==> config.mk <==
export PLATFORM = sky130hd
export DESIGN_NAME = msrv32_pc_pipe_reg_flat
export DESIGN_NICKNAME = d
export VERILOG_FILES = /design/src/rtl/msrv32_pkg.sv /design/src/rtl/msrv32_pc_pipe_reg_if.sv /design/src/rtl/msrv32_pc_stage.sv /design/src/rtl/msrv32_pc_pipe_reg.sv /design/src/flat_wrapper.sv
export SDC_FILE = /design/constraint.sdc
export NUM_CORES = 1
export LEC_CHECK = 0
export CORE_MARGIN = 10
export CORE_UTILIZATION = 49
export CTS_BUF_LIST = sky130_fd_sc_hd__clkbuf_2 sky130_fd_sc_hd__clkbuf_4 sky130_fd_sc_hd__clkbuf_8
export CTS_CLUSTER_SIZE = 14
export DETAILED_ROUTE_END_ITERATION = 8
export PLACE_DENSITY_LB_ADDON = 0.25
export SYNTH_ARGS = -nofsm -noshare
export SYNTH_HDL_FRONTEND = slang
export SYNTH_SLANG_ARGS = --single-unit
==> constraint.sdc <==
create_clock -name msrv32_mp_clk_in -period 3.2 [get_ports msrv32_mp_clk_in]
set_input_delay 0.64 -clock msrv32_mp_clk_in [delete_from_list [all_inputs] [get_ports msrv32_mp_clk_in]]
set_output_delay 0.64 -clock msrv32_mp_clk_in [all_outputs]
set_load 0.02 [all_outputs]
==> src/rtl/msrv32_pkg.sv <==
// rtl/msrv32_pkg.sv - shared types and constants for the msrv32 PC pipeline register
package msrv32_pkg;

   typedef enum logic [1:0] {
      PC_RESET = 2'd0,
      PC_BOOT  = 2'd1,
      PC_RUN   = 2'd2
   } pc_state_t;

   localparam logic [31:0] MSRV32_BOOT_ADDR = 32'h0000_0000;

   // Word alignment test on the two low bits of a fetch target
   function automatic logic is_aligned(input logic [1:0] i_lsb);
      return (i_lsb == 2'b00);
   endfunction

endpackage

==> src/rtl/msrv32_pc_pipe_reg_if.sv <==
// rtl/msrv32_pc_pipe_reg_if.sv - control and PC bus between the PC mux, the PC register and the pipeline
interface msrv32_pc_pipe_reg_if #(
   parameter int WIDTH  = 32,
   parameter int STAGES = 2
);

   logic [WIDTH-1:0]        pc_mux_in;
   logic                    pc_load_in;
   logic                    stall_in;
   logic                    flush_in;
   logic [WIDTH-1:0]        pc_out;
   logic                    pc_valid_out;
   logic [STAGES*WIDTH-1:0] stage_pc_out;
   logic [STAGES-1:0]       stage_valid_out;
   logic                    misalign_out;

   modport master (
      output pc_mux_in, pc_load_in, stall_in, flush_in,
      input  pc_out, pc_valid_out, stage_pc_out, stage_valid_out, misalign_out
   );

   modport slave (
      input  pc_mux_in, pc_load_in, stall_in, flush_in,
      output pc_out, pc_valid_out, stage_pc_out, stage_valid_out, misalign_out
   );

endinterface

==> src/rtl/msrv32_pc_stage.sv <==
// rtl/msrv32_pc_stage.sv - one {pc,valid} stage of the downstream PC shift chain
module msrv32_pc_stage #(
   parameter int WIDTH = 32
) (
   input  logic             i_clk,
   input  logic             i_rst_n,
   input  logic             i_hold,
   input  logic             i_clear,
   input  logic             i_load,
   input  logic [WIDTH-1:0] i_pc,
   input  logic             i_valid,
   output logic [WIDTH-1:0] o_pc,
   output logic             o_valid
);

   logic [WIDTH-1:0] r_pc;
   logic             r_valid;

   // Clear kills the entry but keeps its PC; hold freezes; load captures the upstream entry
   always_ff @(posedge i_clk or negedge i_rst_n) begin
      if (!i_rst_n) begin
         r_pc    <= '0;
         r_valid <= 1'b0;
      end else if (i_clear) begin
         r_valid <= 1'b0;
      end else if (i_hold) begin
         r_pc    <= r_pc;
         r_valid <= r_valid;
      end else if (i_load) begin
         r_pc    <= i_pc;
         r_valid <= i_valid;
      end
   end

   assign o_pc    = r_pc;
   assign o_valid = r_valid;

endmodule

==> src/rtl/msrv32_pc_pipe_reg.sv <==
// rtl/msrv32_pc_pipe_reg.sv - program counter register with boot sequencing and PC/valid shift chain
module msrv32_pc_pipe_reg
   import msrv32_pkg::*;
#(
   parameter int               WIDTH     = 32,
   parameter int               STAGES    = 2,
   parameter logic [WIDTH-1:0] BOOT_ADDR = WIDTH'(MSRV32_BOOT_ADDR)
) (
   input logic                    msrv32_mp_clk_in,
   input logic                    msrv32_mp_rst_n_in,
   msrv32_pc_pipe_reg_if.slave    bus
);

   pc_state_t r_state;
   pc_state_t w_state_nxt;

   logic [WIDTH-1:0] r_pc;
   logic [WIDTH-1:0] w_pc_nxt;
   logic             r_misalign;
   logic             w_misalign_nxt;

   logic             w_stg_hold;
   logic             w_stg_clear;
   logic             w_stg_load;
   logic             w_s0_valid;
   logic             w_aligned;

   logic [WIDTH-1:0] w_in_pc    [STAGES];
   logic             w_in_valid [STAGES];
   logic [WIDTH-1:0] w_stg_pc   [STAGES];
   logic             w_stg_valid[STAGES];

   logic [STAGES*WIDTH-1:0] w_stage_pc_flat;
   logic [STAGES-1:0]       w_stage_valid_flat;

   assign w_aligned = is_aligned(bus.pc_mux_in[1:0]);

   // State register; reset drops straight back to RESET from anywhere
   always_ff @(posedge msrv32_mp_clk_in or negedge msrv32_mp_rst_n_in) begin
      if (!msrv32_mp_rst_n_in) begin
         r_state <= PC_RESET;
      end else begin
         r_state <= w_state_nxt;
      end
   end

   // Next state, next PC and chain controls; flush beats stall beats load/idle
   always_comb begin
      w_state_nxt    = r_state;
      w_pc_nxt       = r_pc;
      w_misalign_nxt = 1'b0;
      w_stg_hold     = 1'b1;
      w_stg_clear    = 1'b0;
      w_stg_load     = 1'b0;
      w_s0_valid     = 1'b0;
      case (r_state)
         PC_RESET: w_state_nxt = PC_BOOT;
         PC_BOOT:  w_state_nxt = PC_RUN;
         PC_RUN: begin
            w_stg_hold = 1'b0;
            if (bus.flush_in) begin
               w_stg_clear = 1'b1;
               if (w_aligned) begin
                  w_pc_nxt = bus.pc_mux_in;
               end else begin
                  w_misalign_nxt = 1'b1;
               end
            end else if (bus.stall_in) begin
               w_stg_hold = 1'b1;
            end else begin
               // Chain shifts on every non-stalled cycle; only an accepted load feeds a valid entry
               w_stg_load = 1'b1;
               if (bus.pc_load_in) begin
                  if (w_aligned) begin
                     w_pc_nxt   = bus.pc_mux_in;
                     w_s0_valid = 1'b1;
                  end else begin
                     w_misalign_nxt = 1'b1;
                  end
               end
            end
         end
         default: w_state_nxt = PC_RESET;
      endcase
   end

   // PC register and registered misalignment pulse
   always_ff @(posedge msrv32_mp_clk_in or negedge msrv32_mp_rst_n_in) begin
      if (!msrv32_mp_rst_n_in) begin
         r_pc       <= BOOT_ADDR;
         r_misalign <= 1'b0;
      end else begin
         r_pc       <= w_pc_nxt;
         r_misalign <= w_misalign_nxt;
      end
   end

   for (genvar k = 0; k < STAGES; k++) begin : g_stage
      if (k == 0) begin : g_head
         assign w_in_pc[k]    = r_pc;
         assign w_in_valid[k] = w_s0_valid;
      end else begin : g_tail
         assign w_in_pc[k]    = w_stg_pc[k-1];
         assign w_in_valid[k] = w_stg_valid[k-1];
      end

      msrv32_pc_stage #(.WIDTH(WIDTH)) u_stage (
         .i_clk   (msrv32_mp_clk_in),
         .i_rst_n (msrv32_mp_rst_n_in),
         .i_hold  (w_stg_hold),
         .i_clear (w_stg_clear),
         .i_load  (w_stg_load),
         .i_pc    (w_in_pc[k]),
         .i_valid (w_in_valid[k]),
         .o_pc    (w_stg_pc[k]),
         .o_valid (w_stg_valid[k])
      );
   end

   // Pack stage entries onto the flat output buses
   always_comb begin
      w_stage_pc_flat    = '0;
      w_stage_valid_flat = '0;
      for (int k = 0; k < STAGES; k++) begin
         w_stage_pc_flat[k*WIDTH +: WIDTH] = w_stg_pc[k];
         w_stage_valid_flat[k]             = w_stg_valid[k];
      end
   end

   assign bus.pc_out          = r_pc;
   assign bus.pc_valid_out    = (r_state == PC_RUN);
   assign bus.stage_pc_out    = w_stage_pc_flat;
   assign bus.stage_valid_out = w_stage_valid_flat;
   assign bus.misalign_out    = r_misalign;

endmodule

==> src/flat_wrapper.sv <==
// flat-port wrapper written by rule: the top's interface ports become plain ports
module msrv32_pc_pipe_reg_flat import msrv32_pkg::*;
#(
   parameter int               WIDTH     = 32,
   parameter int               STAGES    = 2,
   parameter logic [WIDTH-1:0] BOOT_ADDR = WIDTH'(MSRV32_BOOT_ADDR)
)
  (msrv32_mp_clk_in, msrv32_mp_rst_n_in, bus_pc_mux_in, bus_pc_load_in, bus_stall_in, bus_flush_in, bus_pc_out, bus_pc_valid_out, bus_stage_pc_out, bus_stage_valid_out, bus_misalign_out);
  msrv32_pc_pipe_reg_if #(.WIDTH(WIDTH), .STAGES(STAGES)) bus_i ();
  input logic msrv32_mp_clk_in;
  input logic msrv32_mp_rst_n_in;
  input wire logic [$bits(bus_i.pc_mux_in)-1:0] bus_pc_mux_in;
  input wire logic [$bits(bus_i.pc_load_in)-1:0] bus_pc_load_in;
  input wire logic [$bits(bus_i.stall_in)-1:0] bus_stall_in;
  input wire logic [$bits(bus_i.flush_in)-1:0] bus_flush_in;
  output wire logic [$bits(bus_i.pc_out)-1:0] bus_pc_out;
  output wire logic [$bits(bus_i.pc_valid_out)-1:0] bus_pc_valid_out;
  output wire logic [$bits(bus_i.stage_pc_out)-1:0] bus_stage_pc_out;
  output wire logic [$bits(bus_i.stage_valid_out)-1:0] bus_stage_valid_out;
  output wire logic [$bits(bus_i.misalign_out)-1:0] bus_misalign_out;
  assign bus_i.pc_mux_in = bus_pc_mux_in;
  assign bus_i.pc_load_in = bus_pc_load_in;
  assign bus_i.stall_in = bus_stall_in;
  assign bus_i.flush_in = bus_flush_in;
  assign bus_pc_out = bus_i.pc_out;
  assign bus_pc_valid_out = bus_i.pc_valid_out;
  assign bus_stage_pc_out = bus_i.stage_pc_out;
  assign bus_stage_valid_out = bus_i.stage_valid_out;
  assign bus_misalign_out = bus_i.misalign_out;
  msrv32_pc_pipe_reg #(.WIDTH(WIDTH), .STAGES(STAGES), .BOOT_ADDR(BOOT_ADDR)) u_core (.msrv32_mp_clk_in(msrv32_mp_clk_in), .msrv32_mp_rst_n_in(msrv32_mp_rst_n_in), .bus(bus_i));
endmodule
; Yosys cells after proc, flatten, opt, wreduce, memory -nomap -nowiden
; Index checks and enable logic that the tools add are counted.
[op_classes]
n_reduce_logical = 7
muxes = 29
n_bitwise = 2
n_eq_ne = 4
[op_table]
columns = operator, count
row1 = 32-bit two-way mux, 4
row2 = 1-bit two-way mux, 24
row3 = 2-bit one-hot mux with 3 select lines, 1
row4 = 3-bit AND reduction, 2
row5 = 2-bit zero test, 2
row6 = 2-bit by 1-bit inequality test with 1-bit output (second input constant), 2
row7 = 2-bit nonzero test, 2
row8 = 2-bit by 1-bit equality test with 1-bit output (second input constant), 1
row9 = 2-bit equality test (second input constant), 1
row10 = 1-bit NOT, 2
row11 = 2-bit AND reduction, 1
[word_totals]
out_inout_bits = 100
register_bits = 101
elab_cells = 49

; Logic depth before layout (Yosys ltp)
; Gate-level depths: netlist of run 1.
[logic_depth]
word_depth = 9
ltp_mapped = 5

; Cells and area by module
; Synthesis of run 1 repeated with hierarchy kept, for this count alone.
[hier_totals]
cells_unflattened = 227
hier_area_um2 = 4269.1
[modules_own_cells]
columns = mod, n_inst, area_each_um2, cells_each
row1 = msrv32_pc_stage, 2, 1406.3, 72
row2 = msrv32_pc_pipe_reg, 1, 1456.4, 83

; Least setup slack after synthesis of run 1
; No wires, ideal clock.
[synth_path]
path_kind = input -> register
start = input bus_stall_in
end = register u_core.g_stage[0].u_stage.r_pc[0]
required_time_ns = 3.072
slack_ns = 1.482
t_arrival_ns = 1.590
stages = 4
cell_sequence = nor4b_2 buf_4 buf_6 mux2_1
[synth_between]
elab_chain_len = 5
[synth_lines]
columns = element, line
row1 = from (decl), flat_wrapper.sv:14  ; input wire logic [$bits(bus_i.stall_in)-1:0] bus_stall_in;
row2 = 1-bit two-way mux, msrv32_pc_pipe_reg.sv:68  ; end else if (bus.stall_in) begin
row3 = 1-bit two-way mux, msrv32_pc_pipe_reg.sv:61  ; if (bus.flush_in) begin
row4 = 1-bit two-way mux, msrv32_pc_pipe_reg.sv:56  ; case (r_state)
row5 = 1-bit NOT (no line), n/a
row6 = 3-bit AND reduction (no line) *, n/a
row7 = to (signal assigned), msrv32_pc_stage.sv:27  ; r_pc <= r_pc;
row8 = to (signal assigned), msrv32_pc_stage.sv:30  ; r_pc <= i_pc;
row9 = to (decl), msrv32_pc_stage.sv:16  ; logic [WIDTH-1:0] r_pc;
; Mark *: on every way between the ends. The rest lies on a longest branch, timed or not.
; A chain may end at the register's enable or synchronous reset.

; Final worst setup path of run 1
[layout_path]
start = register u_core.r_state[0]
end = output bus_pc_valid_out
[layout_between]
elab_chain_len = 1
[layout_lines]
columns = element, line
row1 = from (decl), msrv32_pc_pipe_reg.sv:14  ; pc_state_t r_state;
row2 = from (signal assigned), msrv32_pc_pipe_reg.sv:43  ; r_state <= w_state_nxt;
row3 = 2-bit equality test, msrv32_pc_pipe_reg.sv:131  ; assign bus.pc_valid_out = (r_state == PC_RUN);
row4 = to (decl), flat_wrapper.sv:17  ; output wire logic [$bits(bus_i.pc_valid_out)-1:0] bus_pc_valid_out;
; No other way between the ends.

==> impl_metrics.toml, run 1 <==
[worst_setup_path]
cp-end-kind = "output port"
r2r_end = "u_core.g_stage[1].u_stage.o_pc[5]$_DFFE_PN0P_"
path_cells = "nand2b_1, inv_2, clkdlybuf4s50_1"
worst-setup-path-type = "reg2out"
start_kind = "flip-flop"
critPathRequiredTime_ns = 2.56
crit_path_max_fanout = 4
r2r_start = "u_core.r_state[0]$_DFFE_PN0N_"
reg2reg_depth = 3
crit_arrival_ns = 1.72
r2r_slack_ns = 1.61
cpMaxStageDelayCell = "clkdlybuf4s50_1"
slowest_delay_ns = 0.61

[sta]
fin_crit_sh_pct = 73.86
hold_viol_final = 0
maxSlewViolCount = 0
setup_violations = 0
post-route-min-period_ns = 2.363
fin_tns_setup_ns = 0
rsz0062_at_grt = "no"
skew_ns = 0.01130
tightest_slew_ns = 0.5809
fmax_mhz = 423.1
relSlewSlack_pct = 61.27

[global_route]
grt_pass1_wl_mm = 13.23
antenna_found_initial = 0
grt_pass1_vias = 2498
grt_overflow_total = 0
grt_max_degree = 48
grt_usage_pct = 14.56

[floorplan]
initial_utilization_pct = 50.02
coreArea_um2 = 7647
pin_count = 137
die_w_um = 108.4
die_y_um = 108.4
rows = 32
die_area_um2 = 11740

[logic_synthesis]
ys_ff_latch = 101
yosys.area.top_type = "dfrtp_1"
synth-edff-count = 0
synth_area_um2 = 3825
yosysMostFrequentCell = "dfrtp_1"
synth.top_cell.area_share_pct = 66.08
synthCells = 227
yosysUniqueCellTypes = 18
synthFlopType = "dfrtp_1"
avgSynthCellArea_um2 = 16.85
yosysSeqAreaShare_pct = 66.08
syn_nets = 264
netlist_top_cells_count = "101 x dfrtp_1, 77 x mux2_1, 17 x mux2_2"
synth_area_leaders = "dfrtp_1 66%, mux2_1 23%, mux2_2 5.0%"
async_reset_ff_share_pct = 100.0
ys.warnings.count = 0

[run]
maxCapViolations = 0

[placed_design]
hpwl_mm = 6.331
placed_cell_area_um2 = 5276
portBuffers = 136
place_congestion = 0.7643

[drt]
first_iter_violations = 40
first_pass_iters = 4
drcViolationCount = 0
vias = 2363
wl_mm = 8.459
wire_per_inst_um = 17.85
final_antenna_net_count = 0
viasPerCell = 4.985

[layout]
design_area_um2 = 5472
area_growth_pct = 43.05
drive_above_1_share_pct = 11.29
antenna_cells = 0
nNetsFinal = 404

[power_and_ir_drop]
p_comb_share_pct = 36.7
p_clk_share_pct = 19.3
power_switching_mw = 1.333
intPower_mw = 2.743
cellPowerDensity_nw_per_um2 = 744.9
p_leak_nw = 2.333
switching_share_pct = 32.71
seq_power_share_pct = 44.0
max-vdd-ir-drop_mv = 0.3589

[hold_path]
hold_path_class = "in2async"

[cts]
ctsRootBufferMaster = "clkbuf_8"
clock_sinks = 101
clkSlewWorstSetupHoldPaths_ns = 0.09
clock_latency_ns = 0.35
cts-hold-fix-buffers = 0
clock_path_buffers = 2
numCtsBuffers = 9
cts-resized-gates = 0
htreeDepth = 3
cts_tree = "yes"
postCtsSetupBuffers = 0

[run_status]
status = "completed"
final cells by class:
| class | instances | area [µm²] |
|---|---|---|
| multi-input combinational | 113 | 1196 |
| sequential | 101 | 2527 |
| clock inverter | 6 | 63.81 |
| fill | 540 | 2176 |
| clock buffer | 10 | 131.4 |
| timing repair buffer | 141 | 1421 |
| tap | 102 | 127.6 |
| inverter | 1 | 3.754 |
cells in the final DEF, fill, tap and decap left out:
| master | count |
|---|---|
| o21ai_0 | 3 |
| bufinv_16 | 1 |
| inv_2 | 1 |
| clkbuf_8 | 9 |
| clkinv_4 | 1 |
| nor4b_4 | 1 |
| nand2b_1 | 1 |
| and2_1 | 2 |
| dfrtp_1 | 101 |
| mux2_2 | 17 |
| clkbuf_4 | 1 |
| nand2_1 | 2 |
| clkdlybuf4s50_1 | 135 |
| a22oi_1 | 1 |
| nand3_1 | 1 |
| nor2b_1 | 3 |
| xor2_1 | 1 |
| buf_4 | 4 |
| clkinvlp_4 | 2 |
| buf_12 | 2 |
| nor2_1 | 3 |
| o211ai_4 | 1 |
| mux2_1 | 77 |
| clkinv_2 | 2 |
layer usage:
layer	part of all wire, %	track usage, %	routed length (µm)
met1	40	16.91	3359
met2	48	23.02	4050
met5	0	0	0
met4	0.41	3.107	35
met3	12	8.447	1014
registers in the layout (all words and copies together) (netlist names):
register and count:
u_core.bus.pc_out 32, u_core.g_stage.u_stage.o_pc 64, u_core.g_stage.u_stage.o_valid 2, u_core.bus.misalign_out 1
u_core.r_state 2
critical path, delay by kind of cell, from the launching register on:
family | cells | cell delay [ns]
and+or+nand+nor | 1 | 0.21
DFF | 1 | 0.45
buffers and inverters | 2 | 0.72
cell families (layout without fill, tap and decap cells):
logic type | count (synthesis) | count (layout) | synth area share [%]
AO/OA/AOI/OAI | 5 | 5 | 1.145
XOR/XNOR | 1 | 1 | 0.2290
buffers and inverters | 13 | 158 | 2.878
flip-flops | 101 | 101 | 66.08
multiplexers | 94 | 94 | 27.67
AND/OR/NAND/NOR | 13 | 13 | 1.995
power by group through the flow:
stage               Clock, mW  Sequential, mW  Combinational, mW
CTS                     0.806            1.80               1.53
global route            0.867            1.84               1.58
finish                  0.786            1.79               1.50
detailed placement          0            1.82               1.52
global placement            0            1.80               1.50
floorplan                   0            2.21              0.269
through the flow:
step           utilization [%]  setup slack [ns]  total power [mW]  hold slack (ns)  cells
6_report                 71.55            0.8365             4.076           0.2737    474
3_3_place_gp             69.00            0.8124             3.301           0.4666    458
5_1_grt                  71.55            0.6997             4.293           0.3084    474
3_5_place_dp             69.00            0.7638             3.346           0.4738    458
4_1_cts                  71.55            0.8083             4.131           0.2942    474
2_1_floorplan                -             1.482             2.477           0.3444    227
worst max-delay path by stage:
stage / start / end / slack [ns] / depth (start not counted)
4_1_cts: u_core.r_state[0]$_DFFE_PN0N_ / bus_pc_valid_out / 0.81 / 3
5_1_grt: u_core.r_state[0]$_DFFE_PN0N_ / bus_pc_valid_out / 0.70 / 3
2_1_floorplan: bus_stall_in / u_core.g_stage[0].u_stage.o_pc[0]$_DFFE_PN0P_ / 1.48 / 4
6_report: u_core.r_state[0]$_DFFE_PN0N_ / bus_pc_valid_out / 0.84 / 3
3_3_place_gp: bus_stall_in / u_core.bus.pc_out[31]$_DFFE_PN0P_ / 0.81 / 5
3_5_place_dp: bus_flush_in / u_core.g_stage[1].u_stage.o_pc[5]$_DFFE_PN0P_ / 0.76 / 4
Power figures use the tool's default switching activity.
==> inputs of run 2 (changes only) <==
- CORE_UTILIZATION: 49 -> 46
- clock period: 3.2 -> 2.21 ns (I/O delays scaled with it)
==> impl_metrics.toml, run 2 (synthesis gave the netlist of run 1 again) <==
[run_status]
status = "completed"

[run]
maxCapViolations = 0

[global_route]
antenna_found_initial = 0
grt_overflow_total = 0
grt_pass1_wl_mm = 13.78
grt_max_degree = 59
grt_pass1_vias = 2591
grt_usage_pct = 13.83

[layout]
final_cell_mix = "134 x clkdlybuf4s50_1, 101 x dfrtp_1, 77 x mux2_1"
multiInputGateArea_um2 = 1196
post-route-util_pct = 68.30
antenna_cells = 0
fillers = 620
seq_area_um2 = 2527
area_growth_pct = 45.24
fin_cells = 480
largest_reg_flops = 64
nNetsFinal = 407
mostFrequentLayoutCell = "clkdlybuf4s50_1"
drive_above_1_share_pct = 12.00

[cts]
clock_sinks = 101
clock_latency_ns = 0.36
numCtsBuffers = 9
clock_path_buffers = 2
ctsRootBufferMaster = "clkbuf_8"
postCtsSetupBuffers = 0
htreeDepth = 3
cts_tree = "yes"
cts-resized-gates = 1
clkSlewWorstSetupHoldPaths_ns = 0.09
cts-hold-fix-buffers = 0

[worst_setup_path]
crit_family = "buffers and inverters"
cpMaxStageDelayCell = "dfrtp_1"
slowest_delay_ns = 0.44
worst-setup-path-type = "reg2out"
crit_path_max_fanout = 4
path_buf_inv = 2
cp-end-kind = "output port"
path_cells = "nand2b_1, inv_2, dlygate4sd2_1"
reg2reg_depth = 3
r2r_slack_ns = 0.61
path_depth = 3
crit_arrival_ns = 1.48
critPathRequiredTime_ns = 1.77
start_kind = "flip-flop"

[sta]
skew_ns = 0.01607
maxSlewViolCount = 0
post-route-min-period_ns = 1.919
setup_violations = 0
relSlewSlack_pct = 66.33
fin_crit_sh_pct = 86.85
hold_viol_final = 0
fin_tns_setup_ns = 0
tightest_slew_ns = 0.5050
fmax_mhz = 521.0
worst_slack_ns = 0.2907
rsz0062_at_grt = "no"

[drt]
vias = 2360
drcViolationCount = 0
wire_per_inst_um = 17.70
first_iter_violations = 80
first_pass_iters = 4
viasPerCell = 4.917
final_antenna_net_count = 0
wl_mm = 8.498

[floorplan]
rows = 33
initial_utilization_pct = 47.02
die_area_um2 = 12360
coreArea_um2 = 8134
die_y_um = 111.2
die_w_um = 111.2
pin_count = 137

[power_and_ir_drop]
intPower_mw = 4.128
p_clk_share_pct = 21.2
p_leak_nw = 2.369
power_switching_mw = 1.931
max-vdd-ir-drop_mv = 0.5034
fin_total_pwr_mw = 6.058
switching_share_pct = 31.87
seq_power_share_pct = 43.2
cellPowerDensity_nw_per_um2 = 1091
p_comb_share_pct = 35.6

[placed_design]
portBuffers = 136
pre_cts_slack_ns = 0.03267
hpwl_mm = 6.560
place_congestion = 0.7496
dp.cells = 464

[hold_path]
hold_path_class = "in2async"
run 2: changes by cell type in the layout (fill, tap and decap cells not counted), sizes merged:
cell	change
buf	+3
bufinv	+1
clkbuf	+1
clkdlybuf4s50	-1
clkinv	-2
dlygate4sd2	+1
run 2: worst paths after layout:
check | endpoint | startpoint
hold / removal | u_core.g_stage[0].u_stage.o_pc[17]$_DFFE_PN0P_ | msrv32_mp_rst_n_in
setup reg to reg | u_core.g_stage[1].u_stage.o_pc[26]$_DFFE_PN0P_ | u_core.r_state[0]$_DFFE_PN0N_
min in group msrv32_mp_clk_in | u_core.g_stage[1].u_stage.o_pc[14]$_DFFE_PN0P_ | u_core.g_stage[1].u_stage.o_pc[14]$_DFFE_PN0P_
setup / recovery | bus_pc_valid_out | u_core.r_state[0]$_DFFE_PN0N_
max in group asynchronous | u_core.bus.pc_out[1]$_DFFE_PN0P_ | msrv32_mp_rst_n_in
hold reg to reg | u_core.g_stage[1].u_stage.o_pc[14]$_DFFE_PN0P_ | u_core.g_stage[1].u_stage.o_pc[14]$_DFFE_PN0P_
run 2: power by group through the flow:
| stage | registers [mW] | logic (mW) | clock network (mW) |
|---|---|---|---|
| 3_3_place_gp | 2.63 | 2.17 | 0 |
| 6_report | 2.62 | 2.16 | 1.29 |
| 3_5_place_dp | 2.66 | 2.21 | 0 |
| 2_1_floorplan | 3.20 | 0.390 | 0 |
| 5_1_grt | 2.69 | 2.29 | 1.41 |
| 4_1_cts | 2.63 | 2.21 | 1.33 |
run 2: final cells by class:
| type | count | share of cell area [%] |
|---|---|---|
| Inverter | 1 | 0.06757 |
| Clock inverter | 5 | 1.509 |
| Timing Repair Buffer | 144 | 26.42 |
| Tap cell | 105 | 2.365 |
| Clock buffer | 11 | 2.613 |
| Multi-Input combinational cell | 113 | 21.53 |
| Sequential cell | 101 | 45.50 |
run 2: through the flow:
stage	hold WS (ns)	cell area [µm²]
floorplan	0.1464	3825
global placement	0.4461	5328
detailed placement	0.4503	5328
CTS	0.05467	5555
global route	0.05782	5555
finish	0.04958	5555
run 2: per-layer routing:
metal  up-vias  track usage (%)  share of wire, %
met5         -                0                 0
li1       1075                -                 -
met2        85            21.92                47
met3        10            7.305                11
met4         0            4.884               1.3
met1      1190            15.52                41
==> patch, RTL diff (config.mk and constraints of run 2) <==
Re-encode `pc_state_t` (3 states) as one-hot, 3 bits wide.
--- a/src/rtl/msrv32_pkg.sv
+++ b/src/rtl/msrv32_pkg.sv
@@ -1,10 +1,10 @@
 // rtl/msrv32_pkg.sv - shared types and constants for the msrv32 PC pipeline register
 package msrv32_pkg;
 
-   typedef enum logic [1:0] {
-      PC_RESET = 2'd0,
-      PC_BOOT  = 2'd1,
-      PC_RUN   = 2'd2
+   typedef enum logic [2:0] {
+      PC_RESET = 3'b001,
+      PC_BOOT  = 3'b010,
+      PC_RUN   = 3'b100
    } pc_state_t;
 
    localparam logic [31:0] MSRV32_BOOT_ADDR = 32'h0000_0000;
Check against the original RTL: no difference found for any inputs over 4 cycles, from zero or initial values and one cycle with msrv32_mp_rst_n_in low; so few cycles prove little.
==> patch against run 2 <==
Wire length grew 6.8%; register-to-register slack lost 0.02 ns; design area grew 4.3%; core utilization shrank 1.9 points; non-clock buffer count shrank 2; sequential cell count grew 1; sequential share of layout area shrank 1.4 points; setup slack lost 0.13 ns; first-iteration DRC count shrank 21%; die area grew 6.2%; power grew 4.3%; area after synthesis grew 7.6%.
==> patch: results (changes against run 2) <==
- Layout Cells excl Fill: 483 (+0.63%)
- Layout Skew: 0.0158 ns (-0.000274 ns)
- Placed instance area: 0.00558 sq mm (+4.7%)
- CTS Hold Bufs: 1 (+1)
- Area share of the largest cell type after synthesis: 61.4% (-4.6 points)
- Leakage: 2.63 nW (+11%)
- Largest net degree at the start of global routing: 85 (+44%)
- Clk. pwr: 0.00119 W (-8%)
- Met2 wire length: 4340 um (+8.0%)
- GPL Wtd Cong: 0.715 (-4.6%)
- Syn nets: 265 (+0.38%)
- Vias in the first global route: 2569 (-0.85%)
- Post-DR wirelength/cell: 18.8 um (+6.1%)
- Share of layout cells above drive strength 1: 32.0% (+20 points)
- Worst Setup SP: u_core.r_state[1]
- Vias per inst: 4.86 (-1.2%)
- Synth top cells by count: 101 x dfrtp_1, 62 x mux2_4, 32 x mux2_2
- Power Sequential: 0.00267 W (+2%)
- Post-synthesis sequential area ratio: 62.1% (-4.0 points)
- WL met3: 1090 um (+19%)
- R2R Path End: u_core.g_stage[0].u_stage.o_pc[31]
- FF-to-FF path depth: 5 (+2)
- Slew @ Worst Pin: 0.432 ns (-0.0730 ns)
- Post-layout worst setup margin: 0.157 ns (-0.134 ns)
- WHS: 0.494 ns (+0.445 ns)
- Dpl cells: 466 (+0.43%)
- Cts repair resizes: 0 (-1)
- M1 wire length: 3540 um (+2.3%)
- Count of cell types in the netlist: 21 (+3)
- Worst EP arrival: 1.61 ns (+0.13 ns)
- Run status: completed
- Pre-CTS WS: 0.178 ns (+0.145 ns)
- VDD IR-drop max: 516 uV (+2.4%)
- Worst path slowest cell: clkdlybuf4s50_1
- CP max stage delay: 0.63 ns (+0.19 ns)
patch: changes by cell type after synthesis, sizes merged, moves of 2 or more:
cell / delta
nor2: +2
nor2b: -2
nor3b: +2
o21ai: -2
patch: cells by family after synthesis:
family                 count (synthesis)  share of synthesized area, %
XOR/XNOR                               1                         0.213
AND/OR/NAND/NOR                       13                          2.13
flip-flops                           102                          62.1
AO/OA/AOI/OAI                          5                          1.19
buffers and inverters                 13                          3.01
multiplexers                          94                          31.4
patch: layout make-up:
type | instances | area [sq um]
Clock buffer | 10 | 131
Clock inverter | 6 | 71.3
Fill cell | 616 | 2930
Inverter | 2 | 7.51
Multi-Input combinational cell | 113 | 1440
Sequential cell | 102 | 2550
Tap cell | 108 | 135
Timing Repair Buffer | 142 | 1460
patch: routing by layer:
layer | GRT usage, % | vias to the layer above
li1 | - | 1080
met1 | 16.6 | 1176
met2 | 21.1 | 81
met3 | 6.92 | 10
met4 | 4.34 | 0
met5 | 0 | -
